`src/rtl/flash_read_arbiter.sv`:
```
// flash_read_arbiter
// Two-port (video / aux) read arbiter for an 8-bit parallel NOR flash.
// Each read holds FL_OE_N low for ACCESS_CYCLES clocks with a stable address,
// captures FL_DQ on the closing edge, then spends one recovery clock with
// FL_OE_N high before the next grant.
// Build option: define FLASH_ARB_RR_EN to alternate grants between the two
// ports on simultaneous requests; otherwise video has fixed priority.
module flash_read_arbiter #(
    parameter int unsigned ACCESS_CYCLES = 5
) (
    input  logic        CLOCK_50,
    input  logic        reset,

    input  logic        v_req,
    input  logic [21:0] v_addr,
    output logic        v_ack,
    output logic [7:0]  v_rdata,
    output logic        v_rvalid,

    input  logic        a_req,
    input  logic [21:0] a_addr,
    output logic        a_ack,
    output logic [7:0]  a_rdata,
    output logic        a_rvalid,

    output logic [21:0] FL_ADDR,
    inout  wire  [7:0]  FL_DQ,
    output logic        FL_OE_N,
    output logic        FL_WE_N,
    output logic        FL_RST_N,

    output logic        busy
);

    localparam logic [1:0] IDLE    = 2'd0;
    localparam logic [1:0] ACCESS  = 2'd1;
    localparam logic [1:0] RECOVER = 2'd2;

    // Counter runs ACCESS_CYCLES-1 down to 0, giving ACCESS_CYCLES clocks in ACCESS.
    localparam logic [3:0] CNT_LOAD = 4'(ACCESS_CYCLES - 1);

    logic [1:0]  state_q,    state_d;
    logic [3:0]  cnt_q,      cnt_d;
    logic [21:0] addr_q,     addr_d;
    logic        oe_n_q,     oe_n_d;
    logic        gnt_aux_q,  gnt_aux_d;
    logic        v_ack_q,    v_ack_d;
    logic        a_ack_q,    a_ack_d;
    logic        v_rvalid_q, v_rvalid_d;
    logic        a_rvalid_q, a_rvalid_d;
    logic [7:0]  v_rdata_q,  v_rdata_d;
    logic [7:0]  a_rdata_q,  a_rdata_d;
    logic        pick_aux;

`ifdef FLASH_ARB_RR_EN
    // Round-robin pointer: high when aux holds priority for the next contested grant.
    logic        prio_aux_q, prio_aux_d;

    // Contested grants go to the port holding the pointer.
    always_comb begin
        pick_aux = a_req && (!v_req || prio_aux_q);
    end
`else
    // Video always wins a contested grant.
    always_comb begin
        pick_aux = a_req && !v_req;
    end
`endif

    // Next-state logic for the IDLE -> ACCESS -> RECOVER read cycle.
    always_comb begin
        state_d    = state_q;
        cnt_d      = cnt_q;
        addr_d     = addr_q;
        oe_n_d     = oe_n_q;
        gnt_aux_d  = gnt_aux_q;
        v_ack_d    = 1'b0;
        a_ack_d    = 1'b0;
        v_rvalid_d = 1'b0;
        a_rvalid_d = 1'b0;
        v_rdata_d  = v_rdata_q;
        a_rdata_d  = a_rdata_q;
`ifdef FLASH_ARB_RR_EN
        prio_aux_d = prio_aux_q;
`endif

        case (state_q)
            IDLE: begin
                if (v_req || a_req) begin
                    addr_d    = pick_aux ? a_addr : v_addr;
                    oe_n_d    = 1'b0;
                    gnt_aux_d = pick_aux;
                    v_ack_d   = !pick_aux;
                    a_ack_d   = pick_aux;
                    cnt_d     = CNT_LOAD;
                    state_d   = ACCESS;
`ifdef FLASH_ARB_RR_EN
                    prio_aux_d = !pick_aux;
`endif
                end
            end

            ACCESS: begin
                if (cnt_q == 4'd0) begin
                    if (gnt_aux_q) begin
                        a_rdata_d  = FL_DQ;
                        a_rvalid_d = 1'b1;
                    end else begin
                        v_rdata_d  = FL_DQ;
                        v_rvalid_d = 1'b1;
                    end
                    oe_n_d  = 1'b1;
                    state_d = RECOVER;
                end else begin
                    cnt_d = cnt_q - 4'd1;
                end
            end

            RECOVER: begin
                state_d = IDLE;
            end

            default: begin
                state_d = IDLE;
                oe_n_d  = 1'b1;
            end
        endcase
    end

    // State registers; reset also lifts FL_OE_N at once, aborting any read.
    always_ff @(posedge CLOCK_50 or posedge reset) begin
        if (reset) begin
            state_q    <= IDLE;
            cnt_q      <= '0;
            addr_q     <= '0;
            oe_n_q     <= 1'b1;
            gnt_aux_q  <= 1'b0;
            v_ack_q    <= 1'b0;
            a_ack_q    <= 1'b0;
            v_rvalid_q <= 1'b0;
            a_rvalid_q <= 1'b0;
            v_rdata_q  <= '0;
            a_rdata_q  <= '0;
`ifdef FLASH_ARB_RR_EN
            prio_aux_q <= 1'b0;
`endif
        end else begin
            state_q    <= state_d;
            cnt_q      <= cnt_d;
            addr_q     <= addr_d;
            oe_n_q     <= oe_n_d;
            gnt_aux_q  <= gnt_aux_d;
            v_ack_q    <= v_ack_d;
            a_ack_q    <= a_ack_d;
            v_rvalid_q <= v_rvalid_d;
            a_rvalid_q <= a_rvalid_d;
            v_rdata_q  <= v_rdata_d;
            a_rdata_q  <= a_rdata_d;
`ifdef FLASH_ARB_RR_EN
            prio_aux_q <= prio_aux_d;
`endif
        end
    end

    assign FL_DQ    = 'z;
    assign FL_ADDR  = addr_q;
    assign FL_OE_N  = oe_n_q;
    assign FL_WE_N  = 1'b1;
    assign FL_RST_N = 1'b1;

    assign v_ack    = v_ack_q;
    assign a_ack    = a_ack_q;
    assign v_rvalid = v_rvalid_q;
    assign a_rvalid = a_rvalid_q;
    assign v_rdata  = v_rdata_q;
    assign a_rdata  = a_rdata_q;

    assign busy     = (state_q != IDLE);

endmodule
```
`config.mk`:
```
export PLATFORM = sky130hd
export DESIGN_NAME = flash_read_arbiter
export DESIGN_NICKNAME = d
export VERILOG_FILES = /design/src/rtl/flash_read_arbiter.sv
export SDC_FILE = /design/constraint.sdc
export NUM_CORES = 1
export LEC_CHECK = 0
export CAP_MARGIN = 20
export CORE_UTILIZATION = 35
export DETAILED_ROUTE_END_ITERATION = 7
export GPL_ROUTABILITY_DRIVEN = 0
export GPL_TIMING_DRIVEN = 0
export HOLD_SLACK_MARGIN = 0.15
export PLACE_DENSITY = 0.72
export SLEW_MARGIN = 20
export SYNTH_ARGS = -nofsm -noshare
export SYNTH_HDL_FRONTEND = slang
export SYNTH_SLANG_ARGS = --single-unit
```
`constraint.sdc`:
```
create_clock -name CLOCK_50 -period 3.95 [get_ports CLOCK_50]
set_input_delay 0.79 -clock CLOCK_50 [delete_from_list [all_inputs] [get_ports CLOCK_50]]
set_output_delay 0.79 -clock CLOCK_50 [all_outputs]
set_load 0.03 [all_outputs]
```
# Yosys cells after proc, flatten, opt, wreduce, memory -nomap -nowiden
# Index checks and enable logic that the tools add are counted.
[word_totals] reg_bits=36 inputBits=48 output_inout_bits=54 word_cells=53
[classes] add_sub_neg=1 n_eq_ne=5 n_mux=20 n_bitwise=2 n_reduce_logical=14
[ops] cell="two-way mux 22 bit" count=1
[ops] cell="two-way mux 1 bit" count=12
[ops] cell="AND reduction 3 bit" count=4
[ops] cell="two-way mux 4 bit" count=2
[ops] cell="one-hot mux 4 bit (2 select lines)" count=1
[ops] cell="!= test 2 bit, second input constant" count=3
[ops] cell="zero test 4 bit" count=1
[ops] cell="two-way mux 2 bit" count=2
[ops] cell="one-hot mux 2 bit (2 select lines)" count=1
[ops] cell="AND reduction 2 bit" count=2
[ops] cell="nonzero test 2 bit" count=2
[ops] cell="subtractor 4 x 1 -> 4 bit, second input constant" count=1
[ops] cell="one-hot mux 1 bit (3 select lines)" count=1
[ops] cell="== test 2 x 1 -> 1 bit, second input constant" count=1
[ops] cell="== test 2 bit, second input constant" count=1
[ops] cell="zero test 1 bit" count=2
[ops] cell="zero test 2 bit" count=1
[ops] cell="NOT 1 bit" count=2
[ops] cell="logical AND 1 bit" count=1
[ops] cell="logical OR 1 bit" count=1

# Depth between registers and ports, before layout
[depth] word_depth=5 mapped_depth=5 depth_no_buf=5

# Worst setup path after synthesis
# OpenSTA, ideal clock, no wires.
[synth_path] path_type="input to register" startpoint="input a_req" endpoint="register addr_q[13] (netlist: FL_ADDR[13])" setup_ns=0.125 arrival_time_ns=1.579 required_time_ns=3.825 path_slack_ns=2.246 stages=4 n_path_buf=1 cell_sequence="nor2b_1 buf_6 mux2_4 mux2_4"
[synth_between] elab_chain_len=2 word_cells_on_any_way=4 classes_between="mux: 1; reduce/logical: 3"
[synth_lines] element="start, declared" line_no="20" rtl="input logic a_req,"
[synth_lines] element="logical AND 1 bit or logical OR 1 bit (tied branches)" line_no="66, 89"
[synth_lines] element="two-way mux 22 bit or AND reduction 2 bit (tied branches)"
[synth_lines] element="end signal, assigned" line_no="150" rtl="addr_q <= addr_d;"
[synth_lines] element="end, declared" line_no="44" rtl="logic [21:0] addr_q, addr_d;"
# Parallel ways exist; a longest one is shown, timed or not.
# A chain may end at the register's enable or synchronous reset.

# Final worst setup path
[layout_path] startpoint="register state_q[1]" endpoint="output busy"
[layout_between] elab_chain_len=1
[layout_lines] element="start, declared" line_no="42" rtl="logic [1:0] state_q, state_d;"
[layout_lines] element="start signal, assigned" line_no="148" rtl="state_q <= state_d;"
[layout_lines] element="nonzero test 2 bit" line_no="178" rtl="assign busy = (state_q != IDLE);"
[layout_lines] element="end, declared" line_no="32" rtl="output logic busy"
# Every way passes these cells.

==> impl_metrics.env <==
export IMPL_grt_pass1_wl_mm=6.803
export IMPL_fin_nets=332
export IMPL_synth_edf_count=0
export IMPL_required_ns=3.16
export IMPL_dpl_cell_count=346
export IMPL_holdBufCountCts=0
export IMPL_finalCriticalPeriod_ns=2.504
export IMPL_status="finished clean"
export IMPL_grt_pass1_vias=1419
export IMPL_final_area_um2=3055
export IMPL_fmaxAchievable_ghz=0.3994
export IMPL_dp_slack_ns=1.586
export IMPL_netlist_area_um2=1902
export IMPL_synth_warnings=0
export IMPL_clkSinkCount=36
export IMPL_dp_hpwl_mm=3.363
export IMPL_start_util_pct=36.77
export IMPL_antenna_found_initial=0
export IMPL_final_cell_mix="clkdlybuf4s50_1, dfrtp_1, buf_4, inv_1, mux2i_1"
export IMPL_largest_reg_flops=22
export IMPL_crit_type="flop to output port"
export IMPL_die_height_um=75.72
export IMPL_syn_inst=176
export IMPL_htree_levels=2
export IMPL_nFillCells=453
export IMPL_stdcell_count=354
export IMPL_ys_flop_type="dfrtp_1"
export IMPL_fin_crit_sh_pct=63.39
export IMPL_cts_buffer_depth=2
export IMPL_cts_setup_buffers=0
export IMPL_io_pins=102
export IMPL_cts_root_buf="clkbuf_8"
export IMPL_cts_buffers=5
export IMPL_start_kind="flop"
export IMPL_drive_gt1_share_pct=17.96
export IMPL_ir_drop_mv=0.3270
export IMPL_dieArea_um2=5733
export IMPL_synth_seq_cells=36
export IMPL_diodes=0
export IMPL_dieWidth_um=75.72
export IMPL_cp_arrival_ns=1.71
export IMPL_max_cap_viol_count=0
export IMPL_fin_skew_ns=0.006927
export IMPL_hold_violations=0
export IMPL_fin_ws_ns=1.446
export IMPL_slew_viol_final=0
export IMPL_final_setup_tns_ns=0
export IMPL_place_area_um2=2958
export IMPL_wl_per_cell_um=12.18
export IMPL_power_density_nw_per_um2=659.0
export IMPL_layout_commonest_cell="clkdlybuf4s50_1"
export IMPL_post_cts_resized=0
export IMPL_postRouteWirelength_mm=4.311
export IMPL_whs_ns=0.5195
export IMPL_clock_latency_ns=0.28
export IMPL_netlist_area_leader_share_pct=46.05
export IMPL_async_reset_ff_share_pct=100.0
export IMPL_final_setup_viol_count=0
export IMPL_via_count=1549
export IMPL_yosysTopAreaCell="dfrtp_1"
export IMPL_leakagePower_nw=1.397
export IMPL_power_mw=2.014
export IMPL_seq_area_frac_synth_pct=47.43
export IMPL_grt_overflow=0
export IMPL_cts_tree="built"
export IMPL_grt_max_degree=22
export IMPL_ant_nets=0
export IMPL_avgViaCountPerCell=4.376
export IMPL_finish_utilization_pct=59.07
export IMPL_rsz0062_at_grt="false"
export IMPL_grtUsageTotal_pct=16.22
export IMPL_dr_pass1_iters=4
export IMPL_crit_fanout=10
export IMPL_clk_pin_slew_ns=0.08
export IMPL_area_growth_pct=60.66
export IMPL_io_buffer_count=91
export IMPL_min_path_type="flop to flop"
export IMPL_syn_avg_cell_area_um2=10.81
export IMPL_drt_iter0_drc=60
export IMPL_placementRows=26
export IMPL_synth_top_cells_by_area="dfrtp_1, mux2i_1, buf_4"
export IMPL_cp_end_kind="output port"
export IMPL_synth_cell_type_count=30
export IMPL_coreArea_um2=5172
export IMPL_drc=0
worst max-delay path: stages (launching register included):
cell and delay (ns):
dfrtp_1 0.34, buf_2 0.24, nor2_1 0.11, inv_1 0.08
clkdlybuf4s50_1 0.67
cell families (layout without fill, tap and decap cells):
logic type / after synthesis / count (layout) / share of synthesized area (%)
AOI/OAI and AO/OA: 33 / 33 / 11.65
adders and majority gates: 1 / 1 / 0.6578
buffers and inverters: 59 / 159 / 18.29
DFF: 36 / 36 / 47.43
muxes: 26 / 26 / 14.74
other: 2 / 10 / 0.3949
and+or+nand+nor: 19 / 19 / 6.842
synth_stat cells (2+ instances only):
library cell / n
nor3_1: 3
nor2_1: 5
o21ai_0: 3
conb_1: 2
buf_2: 2
o22ai_1: 20
dfrtp_1: 35
o2bb2ai_1: 2
buf_4: 27
and2_1: 2
nand2_1: 2
nor2b_1: 3
mux2_4: 4
buf_6: 3
mux2i_1: 22
inv_1: 27
layout make-up:
class	instances	area, um^2	area share, %
flip-flops and latches	36	902.1	29.52
clock buffers	6	82.58	2.703
repair buffers	92	938.4	30.71
plain buffers	32	246.5	8.067
clock inverters	2	15.01	0.4914
multi-input cells	89	681.9	22.32
inverters	27	101.3	3.317
well taps	70	87.58	2.867
where the power goes:
group	total, mW	internal [mW]	switching [mW]
combinational	1.11	0.511	0.598
sequential	0.634	0.532	0.102
clock	0.270	0.141	0.129
total	2.01	1.18	0.830
worst paths after layout:
| check | slack (ns) | startpoint | cells past startpoint | end |
|---|---|---|---|---|
| setup / recovery | 1.45 | state_q[1] | 4 | busy |
| hold / removal | 0.52 | FL_ADDR[9] | 2 | FL_ADDR[9] |
| setup reg to reg | 2.37 | cnt_q[0] | 5 | cnt_q[1] |
| hold reg to reg | 0.52 | FL_ADDR[9] | 2 | FL_ADDR[9] |
| max in group asynchronous | 2.71 | reset | 3 | a_rdata[0] |
| min in group asynchronous | 0.80 | reset | 2 | FL_ADDR[4] |
metal layers:
| layer | track usage (%) | wire length, um | share of wire [%] |
|---|---|---|---|
| met5 | 0 | 0 | 0 |
| met4 | 4.321 | 45 | 1.0 |
| met3 | 4.365 | 287 | 6.7 |
| met2 | 28.77 | 2127 | 49 |
| met1 | 19.43 | 1850 | 43 |
Note: power is estimated with default switching activity, not from simulation.
